===== src/rtl/debug_sequencer_if.sv =====
// Command channel between the host debug link and the run-control sequencer.
// The host side (master) issues commands; the sequencer (slave) accepts them
// and reports completion with a one-cycle done pulse plus a reason code.
interface debug_sequencer_if #(
  parameter int unsigned ARG_WIDTH = 32,
  parameter int unsigned IDX_WIDTH = 3
);
  logic                 cmd_valid;
  logic                 cmd_ready;
  logic [2:0]           cmd_op;
  logic [ARG_WIDTH-1:0] cmd_arg;
  logic [IDX_WIDTH-1:0] cmd_idx;
  logic                 cmd_done;
  logic [2:0]           done_reason;

  modport master (
    output cmd_valid,
    output cmd_op,
    output cmd_arg,
    output cmd_idx,
    input  cmd_ready,
    input  cmd_done,
    input  done_reason
  );

  modport slave (
    input  cmd_valid,
    input  cmd_op,
    input  cmd_arg,
    input  cmd_idx,
    output cmd_ready,
    output cmd_done,
    output done_reason
  );
endinterface


===== src/rtl/debug_sequencer.sv =====
// Run-control sequencer: takes host commands and drives the CPU halt line.
// Supports free run, step-N-instructions, step-N-cycles, abort and PC
// breakpoints; reports one done pulse with a reason per command and latches
// program exit until reset.
module debug_sequencer #(
  parameter int unsigned PC_WIDTH  = 32,
  parameter int unsigned NUM_BP    = 4,
  parameter int unsigned CNT_WIDTH = 16,
  parameter int unsigned ARG_WIDTH = 32
) (
  input  logic                 clk,
  input  logic                 reset,
  debug_sequencer_if.slave     cmd,
  output logic                 cpu_halt,
  input  logic [PC_WIDTH-1:0]  cpu_pc,
  input  logic                 instr_retired,
  input  logic                 sw_bp_fired,
  input  logic                 finish_exec,
  output logic                 exit_signal,
  output logic [CNT_WIDTH-1:0] steps_left
);

  localparam logic [2:0] StIdle   = 3'd0;
  localparam logic [2:0] StRun    = 3'd1;
  localparam logic [2:0] StStepi  = 3'd2;
  localparam logic [2:0] StStepc  = 3'd3;
  localparam logic [2:0] StExited = 3'd4;

  localparam logic [2:0] OpNop   = 3'd0;
  localparam logic [2:0] OpRun   = 3'd1;
  localparam logic [2:0] OpStepi = 3'd2;
  localparam logic [2:0] OpStepc = 3'd3;
  localparam logic [2:0] OpHalt  = 3'd4;
  localparam logic [2:0] OpSetBp = 3'd5;
  localparam logic [2:0] OpClrBp = 3'd6;

  localparam logic [2:0] RsnOk       = 3'd0;
  localparam logic [2:0] RsnStepDone = 3'd1;
  localparam logic [2:0] RsnHwBp     = 3'd2;
  localparam logic [2:0] RsnSwBp     = 3'd3;
  localparam logic [2:0] RsnAbort    = 3'd4;
  localparam logic [2:0] RsnExit     = 3'd5;
  localparam logic [2:0] RsnBadCmd   = 3'd6;

  logic [2:0]           state_q, state_d;
  logic                 halt_q, halt_d;
  logic                 done_q, done_d;
  logic [2:0]           reason_q, reason_d;
  logic                 exit_q, exit_d;
  logic [CNT_WIDTH-1:0] steps_q, steps_d;
  logic                 fresh_q, fresh_d;
  logic [NUM_BP-1:0]    bp_en_q, bp_en_d;
  logic [PC_WIDTH-1:0]  bp_addr_q [NUM_BP];
  logic [PC_WIDTH-1:0]  bp_addr_d [NUM_BP];

  logic                 ready;
  logic                 accept;
  logic                 idx_ok;
  logic                 bp_match;
  logic                 hw_hit;
  logic                 step_tick;
  logic                 step_last;
  logic                 stop;
  logic [2:0]           stop_reason;
  logic [CNT_WIDTH-1:0] arg_cnt;
  logic                 unused_arg;

  assign arg_cnt    = cmd.cmd_arg[CNT_WIDTH-1:0];
  assign unused_arg = ^cmd.cmd_arg;
  assign accept     = cmd.cmd_valid && ready;
  assign idx_ok     = 32'(cmd.cmd_idx) < NUM_BP;

  // Idle takes anything; a running CPU can only be interrupted by HALT.
  always_comb begin
    ready = 1'b0;
    case (state_q)
      StIdle:                  ready = 1'b1;
      StRun, StStepi, StStepc: ready = (cmd.cmd_op == OpHalt);
      default:                 ready = 1'b0;
    endcase
  end

  // Breakpoint compare; the first running cycle is masked so a stop on a
  // breakpoint can be resumed without trapping again at the same PC.
  always_comb begin
    bp_match = 1'b0;
    for (int unsigned i = 0; i < NUM_BP; i++) begin
      if (bp_en_q[i] && (cpu_pc == bp_addr_q[i])) bp_match = 1'b1;
    end
    hw_hit    = bp_match && !fresh_q && ((state_q == StRun) || (state_q == StStepi));
    step_tick = ((state_q == StStepi) && instr_retired) || (state_q == StStepc);
    step_last = step_tick && (steps_q == CNT_WIDTH'(1));
  end

  // Stop arbitration while running: exit, abort, sw bp, hw bp, step count.
  always_comb begin
    stop        = 1'b1;
    stop_reason = RsnOk;
    if (finish_exec)     stop_reason = RsnExit;
    else if (accept)     stop_reason = RsnAbort;
    else if (sw_bp_fired) stop_reason = RsnSwBp;
    else if (hw_hit)     stop_reason = RsnHwBp;
    else if (step_last)  stop_reason = RsnStepDone;
    else                 stop = 1'b0;
  end

  // Next-state and registered-output computation.
  always_comb begin
    state_d   = state_q;
    halt_d    = halt_q;
    done_d    = 1'b0;
    reason_d  = reason_q;
    exit_d    = exit_q;
    steps_d   = steps_q;
    fresh_d   = fresh_q;
    bp_en_d   = bp_en_q;
    bp_addr_d = bp_addr_q;
    case (state_q)
      StIdle: begin
        if (accept) begin
          case (cmd.cmd_op)
            OpNop, OpHalt: begin
              done_d   = 1'b1;
              reason_d = RsnOk;
            end
            OpRun: begin
              state_d = StRun;
              halt_d  = 1'b0;
              fresh_d = 1'b1;
            end
            OpStepi, OpStepc: begin
              steps_d = arg_cnt;
              if (arg_cnt == '0) begin
                done_d   = 1'b1;
                reason_d = RsnStepDone;
              end else begin
                state_d = (cmd.cmd_op == OpStepi) ? StStepi : StStepc;
                halt_d  = 1'b0;
                fresh_d = 1'b1;
              end
            end
            OpSetBp, OpClrBp: begin
              done_d   = 1'b1;
              reason_d = idx_ok ? RsnOk : RsnBadCmd;
              for (int unsigned i = 0; i < NUM_BP; i++) begin
                if (idx_ok && (32'(cmd.cmd_idx) == i)) begin
                  bp_en_d[i] = (cmd.cmd_op == OpSetBp);
                  if (cmd.cmd_op == OpSetBp) bp_addr_d[i] = cmd.cmd_arg[PC_WIDTH-1:0];
                end
              end
            end
            default: begin
              done_d   = 1'b1;
              reason_d = RsnBadCmd;
            end
          endcase
        end
      end
      StRun, StStepi, StStepc: begin
        fresh_d = 1'b0;
        // Counter saturates at zero rather than wrapping.
        if (step_tick && (steps_q != '0)) steps_d = steps_q - CNT_WIDTH'(1);
        if (stop) begin
          done_d   = 1'b1;
          reason_d = stop_reason;
          halt_d   = 1'b1;
          if (stop_reason == RsnExit) begin
            state_d = StExited;
            exit_d  = 1'b1;
          end else begin
            state_d = StIdle;
          end
        end
      end
      default: ;
    endcase
  end

  // State registers with synchronous reset.
  always_ff @(posedge clk) begin
    if (reset) begin
      state_q   <= StIdle;
      halt_q    <= 1'b1;
      done_q    <= 1'b0;
      reason_q  <= RsnOk;
      exit_q    <= 1'b0;
      steps_q   <= '0;
      fresh_q   <= 1'b0;
      bp_en_q   <= '0;
      bp_addr_q <= '{default: '0};
    end else begin
      state_q   <= state_d;
      halt_q    <= halt_d;
      done_q    <= done_d;
      reason_q  <= reason_d;
      exit_q    <= exit_d;
      steps_q   <= steps_d;
      fresh_q   <= fresh_d;
      bp_en_q   <= bp_en_d;
      bp_addr_q <= bp_addr_d;
    end
  end

  assign cmd.cmd_ready   = ready;
  assign cmd.cmd_done    = done_q;
  assign cmd.done_reason = reason_q;
  assign cpu_halt        = halt_q;
  assign exit_signal     = exit_q;
  assign steps_left      = steps_q;

endmodule


===== src/flat_wrapper.sv =====
// flat-port wrapper written by rule: the top's interface ports become plain ports
module debug_sequencer_flat 
#(
  parameter int unsigned PC_WIDTH  = 32,
  parameter int unsigned NUM_BP    = 4,
  parameter int unsigned CNT_WIDTH = 16,
  parameter int unsigned ARG_WIDTH = 32
)
  (clk, reset, cpu_halt, cpu_pc, instr_retired, sw_bp_fired, finish_exec, exit_signal, steps_left, cmd_cmd_valid, cmd_cmd_op, cmd_cmd_arg, cmd_cmd_idx, cmd_cmd_ready, cmd_cmd_done, cmd_done_reason);
  debug_sequencer_if #(.ARG_WIDTH(ARG_WIDTH), .IDX_WIDTH(3)) cmd_i ();
  input  logic clk;
  input  logic reset;
  output logic cpu_halt;
  input  logic [PC_WIDTH-1:0] cpu_pc;
  input  logic instr_retired;
  input  logic sw_bp_fired;
  input  logic finish_exec;
  output logic exit_signal;
  output logic [CNT_WIDTH-1:0] steps_left;
  input wire logic [$bits(cmd_i.cmd_valid)-1:0] cmd_cmd_valid;
  input wire logic [$bits(cmd_i.cmd_op)-1:0] cmd_cmd_op;
  input wire logic [$bits(cmd_i.cmd_arg)-1:0] cmd_cmd_arg;
  input wire logic [$bits(cmd_i.cmd_idx)-1:0] cmd_cmd_idx;
  output wire logic [$bits(cmd_i.cmd_ready)-1:0] cmd_cmd_ready;
  output wire logic [$bits(cmd_i.cmd_done)-1:0] cmd_cmd_done;
  output wire logic [$bits(cmd_i.done_reason)-1:0] cmd_done_reason;
  assign cmd_i.cmd_valid = cmd_cmd_valid;
  assign cmd_i.cmd_op = cmd_cmd_op;
  assign cmd_i.cmd_arg = cmd_cmd_arg;
  assign cmd_i.cmd_idx = cmd_cmd_idx;
  assign cmd_cmd_ready = cmd_i.cmd_ready;
  assign cmd_cmd_done = cmd_i.cmd_done;
  assign cmd_done_reason = cmd_i.done_reason;
  debug_sequencer #(.PC_WIDTH(PC_WIDTH), .NUM_BP(NUM_BP), .CNT_WIDTH(CNT_WIDTH), .ARG_WIDTH(ARG_WIDTH)) u_core (.clk(clk), .reset(reset), .cmd(cmd_i), .cpu_halt(cpu_halt), .cpu_pc(cpu_pc), .instr_retired(instr_retired), .sw_bp_fired(sw_bp_fired), .finish_exec(finish_exec), .exit_signal(exit_signal), .steps_left(steps_left));
endmodule

===== config.mk =====
export PLATFORM = sky130hd
export DESIGN_NAME = debug_sequencer_flat
export DESIGN_NICKNAME = d
export VERILOG_FILES = /design/src/rtl/debug_sequencer_if.sv /design/src/rtl/debug_sequencer.sv /design/src/flat_wrapper.sv
export SDC_FILE = /design/constraint.sdc
export NUM_CORES = 1
export LEC_CHECK = 0
export ABC_AREA = 0
export CORE_MARGIN = 1
export CORE_UTILIZATION = 45
export CTS_BUF_LIST = sky130_fd_sc_hd__clkbuf_4 sky130_fd_sc_hd__clkbuf_8 sky130_fd_sc_hd__clkbuf_16
export DETAILED_ROUTE_END_ITERATION = 8
export PLACE_DENSITY_LB_ADDON = 0.2
export SLEW_MARGIN = 5
export SYNTH_ARGS = -nofsm -noshare
export SYNTH_HDL_FRONTEND = slang
export SYNTH_SLANG_ARGS = --single-unit

===== constraint.sdc =====
create_clock -name clk -period 3.48 [get_ports clk]
set_input_delay 1.044 -clock clk [delete_from_list [all_inputs] [get_ports clk]]
set_output_delay 1.044 -clock clk [all_outputs]
set_load 0.01 [all_outputs]

Yosys cells after proc, flatten, opt, wreduce, memory -nomap -nowiden:

Cells that the tools add are included.

* flip-flop bits (word level): 158
* bits of input ports: 76
* output and inout port bits: 23
* word-level logic and storage cells: 129

* $add $sub $neg: 1
* $lt $le $gt $ge: 1
* equal/unequal tests: 26
* mux-type cells: 46
* reduce and logical (&&, ||, !) cells: 40

Operators with widths (count)
* 32-bit == test: 4
* 16-bit two-way mux: 3
* 3-bit two-way mux: 12
* 16-bit one-hot mux with 2 select lines: 1
* 5-bit AND reduction: 6
* 4-bit AND reduction: 6
* 1-bit two-way mux: 19
* 3-bit by 2-bit == test with 1-bit output (second input constant): 6
* 3-bit one-hot mux with 2 select lines: 3
* 16-bit by 1-bit == test with 1-bit output (second input constant): 1
* 16-bit logical NOT: 1
* 16-bit nonzero test: 1
* 16-bit by 1-bit subtractor with 16-bit output (second input constant): 1
* 1-bit logical AND: 14
* 1-bit one-hot mux with 2 select lines: 7
* 3-bit == test (second input constant): 4
* 3-bit one-hot mux with 4 select lines: 1
* 3-bit by 1-bit == test with 1-bit output (second input constant): 3
* 3-bit logical NOT: 3
* 2-bit by 1-bit != test with 1-bit output (second input constant): 3
* 3-bit != test (second input constant): 2
* 2-bit OR reduction: 3
* 2-bit != test (second input constant): 2
* 3-bit less-than comparator (second input constant): 1
* other kinds (6): 7

Logic depth before layout (Yosys ltp):

Gate-level depths: netlist of the first run.

* word-level depth: 16
* mapped depth: 10
* mapped depth without buffers: 9

Worst setup path after synthesis of the first run:

No wires, ideal clock.

* path kind: input to output
* start: input port cmd_cmd_op[1]
* end: output port cmd_cmd_ready
* arrival: 1.926 ns
* required time: 2.436 ns
* setup slack: 0.510 ns
* stages: 3
* path buffers: 1
* cell sequence: clkbuf_1 > or3b_2 > a21oi_1

* longest elaborated chain between the ends: 2

Ends and longest elaborated chain
* start, declared: line flat_wrapper.sv:21 `input wire logic [$bits(cmd_i.cmd_op)-1:0] cmd_cmd_op;`
* 3-bit == test: line debug_sequencer.sv:78 `StRun, StStepi, StStepc: ready = (cmd.cmd_op == OpHalt);`
* 1-bit one-hot mux with 2 select lines: line debug_sequencer.sv:76 `case (state_q)`
* end, declared: line flat_wrapper.sv:24 `output wire logic [$bits(cmd_i.cmd_ready)-1:0] cmd_cmd_ready;`

No other way between the ends.

Final worst setup path of the first run:

* start: input port cmd_cmd_op[2]
* end: output port cmd_cmd_ready

The elaborated chain is that of the path after synthesis.

==> results.cfg, run 1 <==
[sta]
period_minus_slack_ns = 3.35
worst_slack_ns = 0.129
setup_tns_ns = 0
setup_viol = 0
min_period_over_period_pct = 96.3
rsz0062_at_grt = no
drv_slew = 0
slew_headroom_pct = 25.0
skew_ns = 0.00991
finalHoldViolCount = 0
max_freq_mhz = 298
worst_pin_slew_ns = 1.13

[critical_path]
cp.arrival_ns = 2.31
crit_slowest_cell = clkdlybuf4s50_1
start_kind = primary input
cpPeakStageDelay_ns = 0.48
path_buf_inv = 2
worst-setup-path-type = in2out
path_max_fanout = 2
crit_chain = clkdlybuf4s50_1, or3b_2, a21oi_1, clkbuf_2
cp.required_ns = 2.44
crit_family = buffers and inverters
crit_path_end_kind = output port
rrSetupSlack_ns = 0.72

[clock_network]
cts.htree.levels = 4
cts_tree = done
clk_pin_slew_ns = 0.06
ctsHoldBuffers = 0
clk_latency_ns = 0.44
cts-buffers-inserted = 17
cts_setup_buffers = 0
cts_sinks = 158
clockBufferDepth = 2
root_buffer = clkbuf_16

[yosys]
ys_types = 55
syn_area_per_cell_sq_um = 7.72
ys.flop_type = dfxtp_1
syn_nets = 1075
syn_area_sq_um = 7690
syn-instance-count = 997
seq_area_frac_synth_pct = 41.1
ys_warn_count = 0
async_flop_share_pct = 0
ys_seq_elements = 158
synth_edf_count = 0

[run]
drv_cap = 0

[floorplanning]
die_h_um = 133
core-area_sq_um = 16600
dieArea_sq_um = 17600
die_x_um = 133
io_pins = 99
start_util_pct = 46.2
row_count = 47

[drt]
vias = 7408
drtPass1Iterations = 5
remaining_drc_errors = 0
postRouteAntennaNets = 0
wl_per_cell_um = 18.0
wirelength_um = 24600
drtIter0Drc = 632
avgViaCountPerCell = 5.43

[outcome]
outcome = finished clean

[global_route]
grt_pass1_vias = 6910
antenna_found_initial = 0
grt.total_usage_pct = 28.4
grt-ovfl-total = 0
grt_max_degree = 74
grt_first_pass_wirelength_um = 37800

[cells_and_area]
multiInputGateArea_sq_um = 4280
area_growth_pct = 29.7
antenna_cells = 0
final_common_cell = nand2_1
layout-drive-gt1-share_pct = 10.9
final_cell_mix = 294 x nand2_1, 158 x dfxtp_1, 154 x a21oi_1
regArea_sq_um = 3160
fin_util_pct = 59.9
nFillCells = 1538
layout.nets = 1210

[placed_design]
place_congestion = 0.924
port_buffers = 98
dp_hpwl_um = 17300
dp_slack_ns = -0.287

[pwr]
p_leak_nw = 3.60
p_per_area_nw_per_um2 = 442
vdd_drop_max_uv = 438

[worst_hold_path]
worstHoldPathType = reg2reg
-- state kept, by name, summed over array words and instances (netlist names) --
register / count
u_core.bp_addr_q: 128
u_core.cpu_halt: 1
u_core.cmd.done_reason: 3
u_core.steps_left: 16
u_core.fresh_q: 1
u_core.bp_en_q: 4
u_core.state_q: 3
u_core.cmd.cmd_done: 1
u_core.exit_signal: 1
-- area by class of cell --
class,count,area share [%]
clock buffers,20,4.55
inverters,4,0.151
well taps,220,2.76
repair buffers,176,16.0
clock inverters,11,1.91
multi-input cells,775,42.9
flip-flops and latches,158,31.7
-- power by group --
part	internal, mW	switching (mW)	total (mW)	leakage [nW]
clock network	1.30	0.759	2.06	0.317
logic	0.232	0.268	0.500	2.01
registers	1.83	0.0196	1.85	1.28
total	3.36	1.05	4.41	3.60
-- synth_stat cells (all sizes together) (3+ instances only) --
| cell | n | share of area [%] |
|---|---|---|
| a211oi | 13 | 1.4 |
| a21oi | 154 | 10 |
| a22oi | 4 | 0.39 |
| and2 | 3 | 0.24 |
| buf | 13 | 0.93 |
| clkbuf | 47 | 2.3 |
| dfxtp | 158 | 41 |
| inv | 4 | 0.20 |
| nand2 | 294 | 14 |
| nand2b | 6 | 0.49 |
| nand3 | 8 | 0.52 |
| nand4 | 14 | 1.1 |
| nor2 | 35 | 1.7 |
| nor3 | 17 | 1.3 |
| nor3b | 4 | 0.39 |
| nor4 | 25 | 2.0 |
| o21ai | 13 | 0.85 |
| o22ai | 8 | 0.65 |
| or2 | 3 | 0.24 |
| or3 | 4 | 0.33 |
| or4 | 6 | 0.68 |
| xnor2 | 46 | 5.2 |
| xor2 | 83 | 9.5 |
-- kinds of logic after synthesis --
family	after synthesis	synth area share [%]
AND/OR/NAND/NOR	429	24.5
AO/OA/AOI/OAI	213	15.7
flip-flops	158	41.1
XOR/XNOR	129	14.7
buffers and inverters	64	3.43
multiplexers	2	0.260
adder cells (fa/ha/maj)	2	0.325
-- stage by stage --
| stage | instances | power (mW) | area, sq um | hold WS, ns |
|---|---|---|---|---|
| global route | 1364 | 4.53 | 9970 | 0.478 |
| finish | 1364 | 4.41 | 9970 | 0.462 |
| detailed placement | 1333 | 2.38 | 9330 | 0.453 |
| floorplan | 997 | 2.09 | 7690 | 0.436 |
| global placement | 1333 | 2.38 | 9330 | 0.445 |
| CTS | 1364 | 4.41 | 9980 | 0.461 |
-- tightest hold or removal path: stages, from the launching register on --
cell and delay, ns:
dfxtp_1 0.32, nand2_1 0.05, a21oi_1 0.05
-- path summary, 6_finish.rpt --
path	to	depth (start not counted)	startpoint
max	cmd_cmd_ready	4	cmd_cmd_op[2]
min	u_core.bp_addr_q[11]$_SDFFE_PP0P_	2	u_core.bp_addr_q[11]$_SDFFE_PP0P_
max reg2reg	u_core.steps_left[3]$_SDFFE_PP0P_	9	u_core.steps_left[0]$_SDFFE_PP0P_
min reg2reg	u_core.bp_addr_q[11]$_SDFFE_PP0P_	2	u_core.bp_addr_q[11]$_SDFFE_PP0P_
-- what timing repair did --
action,4_1_cts,5_1_grt
endpoints found under the hold margin,0,0
gates resized for setup,2,1
gates cloned,0,0
endpoints found under the setup margin,1,1
-- per-layer routing --
layer | track usage (%) | part of all wire, % | wire length (um) | vias to the layer above
met5 | 0 | 0 | 0 | -
met4 | 11.2 | 2.5 | 609 | 0
met3 | 4.90 | 5.8 | 1430 | 32
met2 | 45.9 | 47 | 11500 | 245
met1 | 37.8 | 45 | 11000 | 3495
li1 | - | - | - | 3636
No activity file was read; power rests on OpenSTA's default activity.
==> inputs of run 2 (changes only) <==
--- a/config.mk
+++ b/config.mk
@@ -10,6 +10,7 @@
 export CORE_UTILIZATION = 45
 export CTS_BUF_LIST = sky130_fd_sc_hd__clkbuf_4 sky130_fd_sc_hd__clkbuf_8 sky130_fd_sc_hd__clkbuf_16
 export DETAILED_ROUTE_END_ITERATION = 8
+export GPL_ROUTABILITY_DRIVEN = 0
 export PLACE_DENSITY_LB_ADDON = 0.2
 export SLEW_MARGIN = 5
 export SYNTH_ARGS = -nofsm -noshare
==> results of run 2 <==
No change in the layout: final DEF, timing and power equal those of run 1.
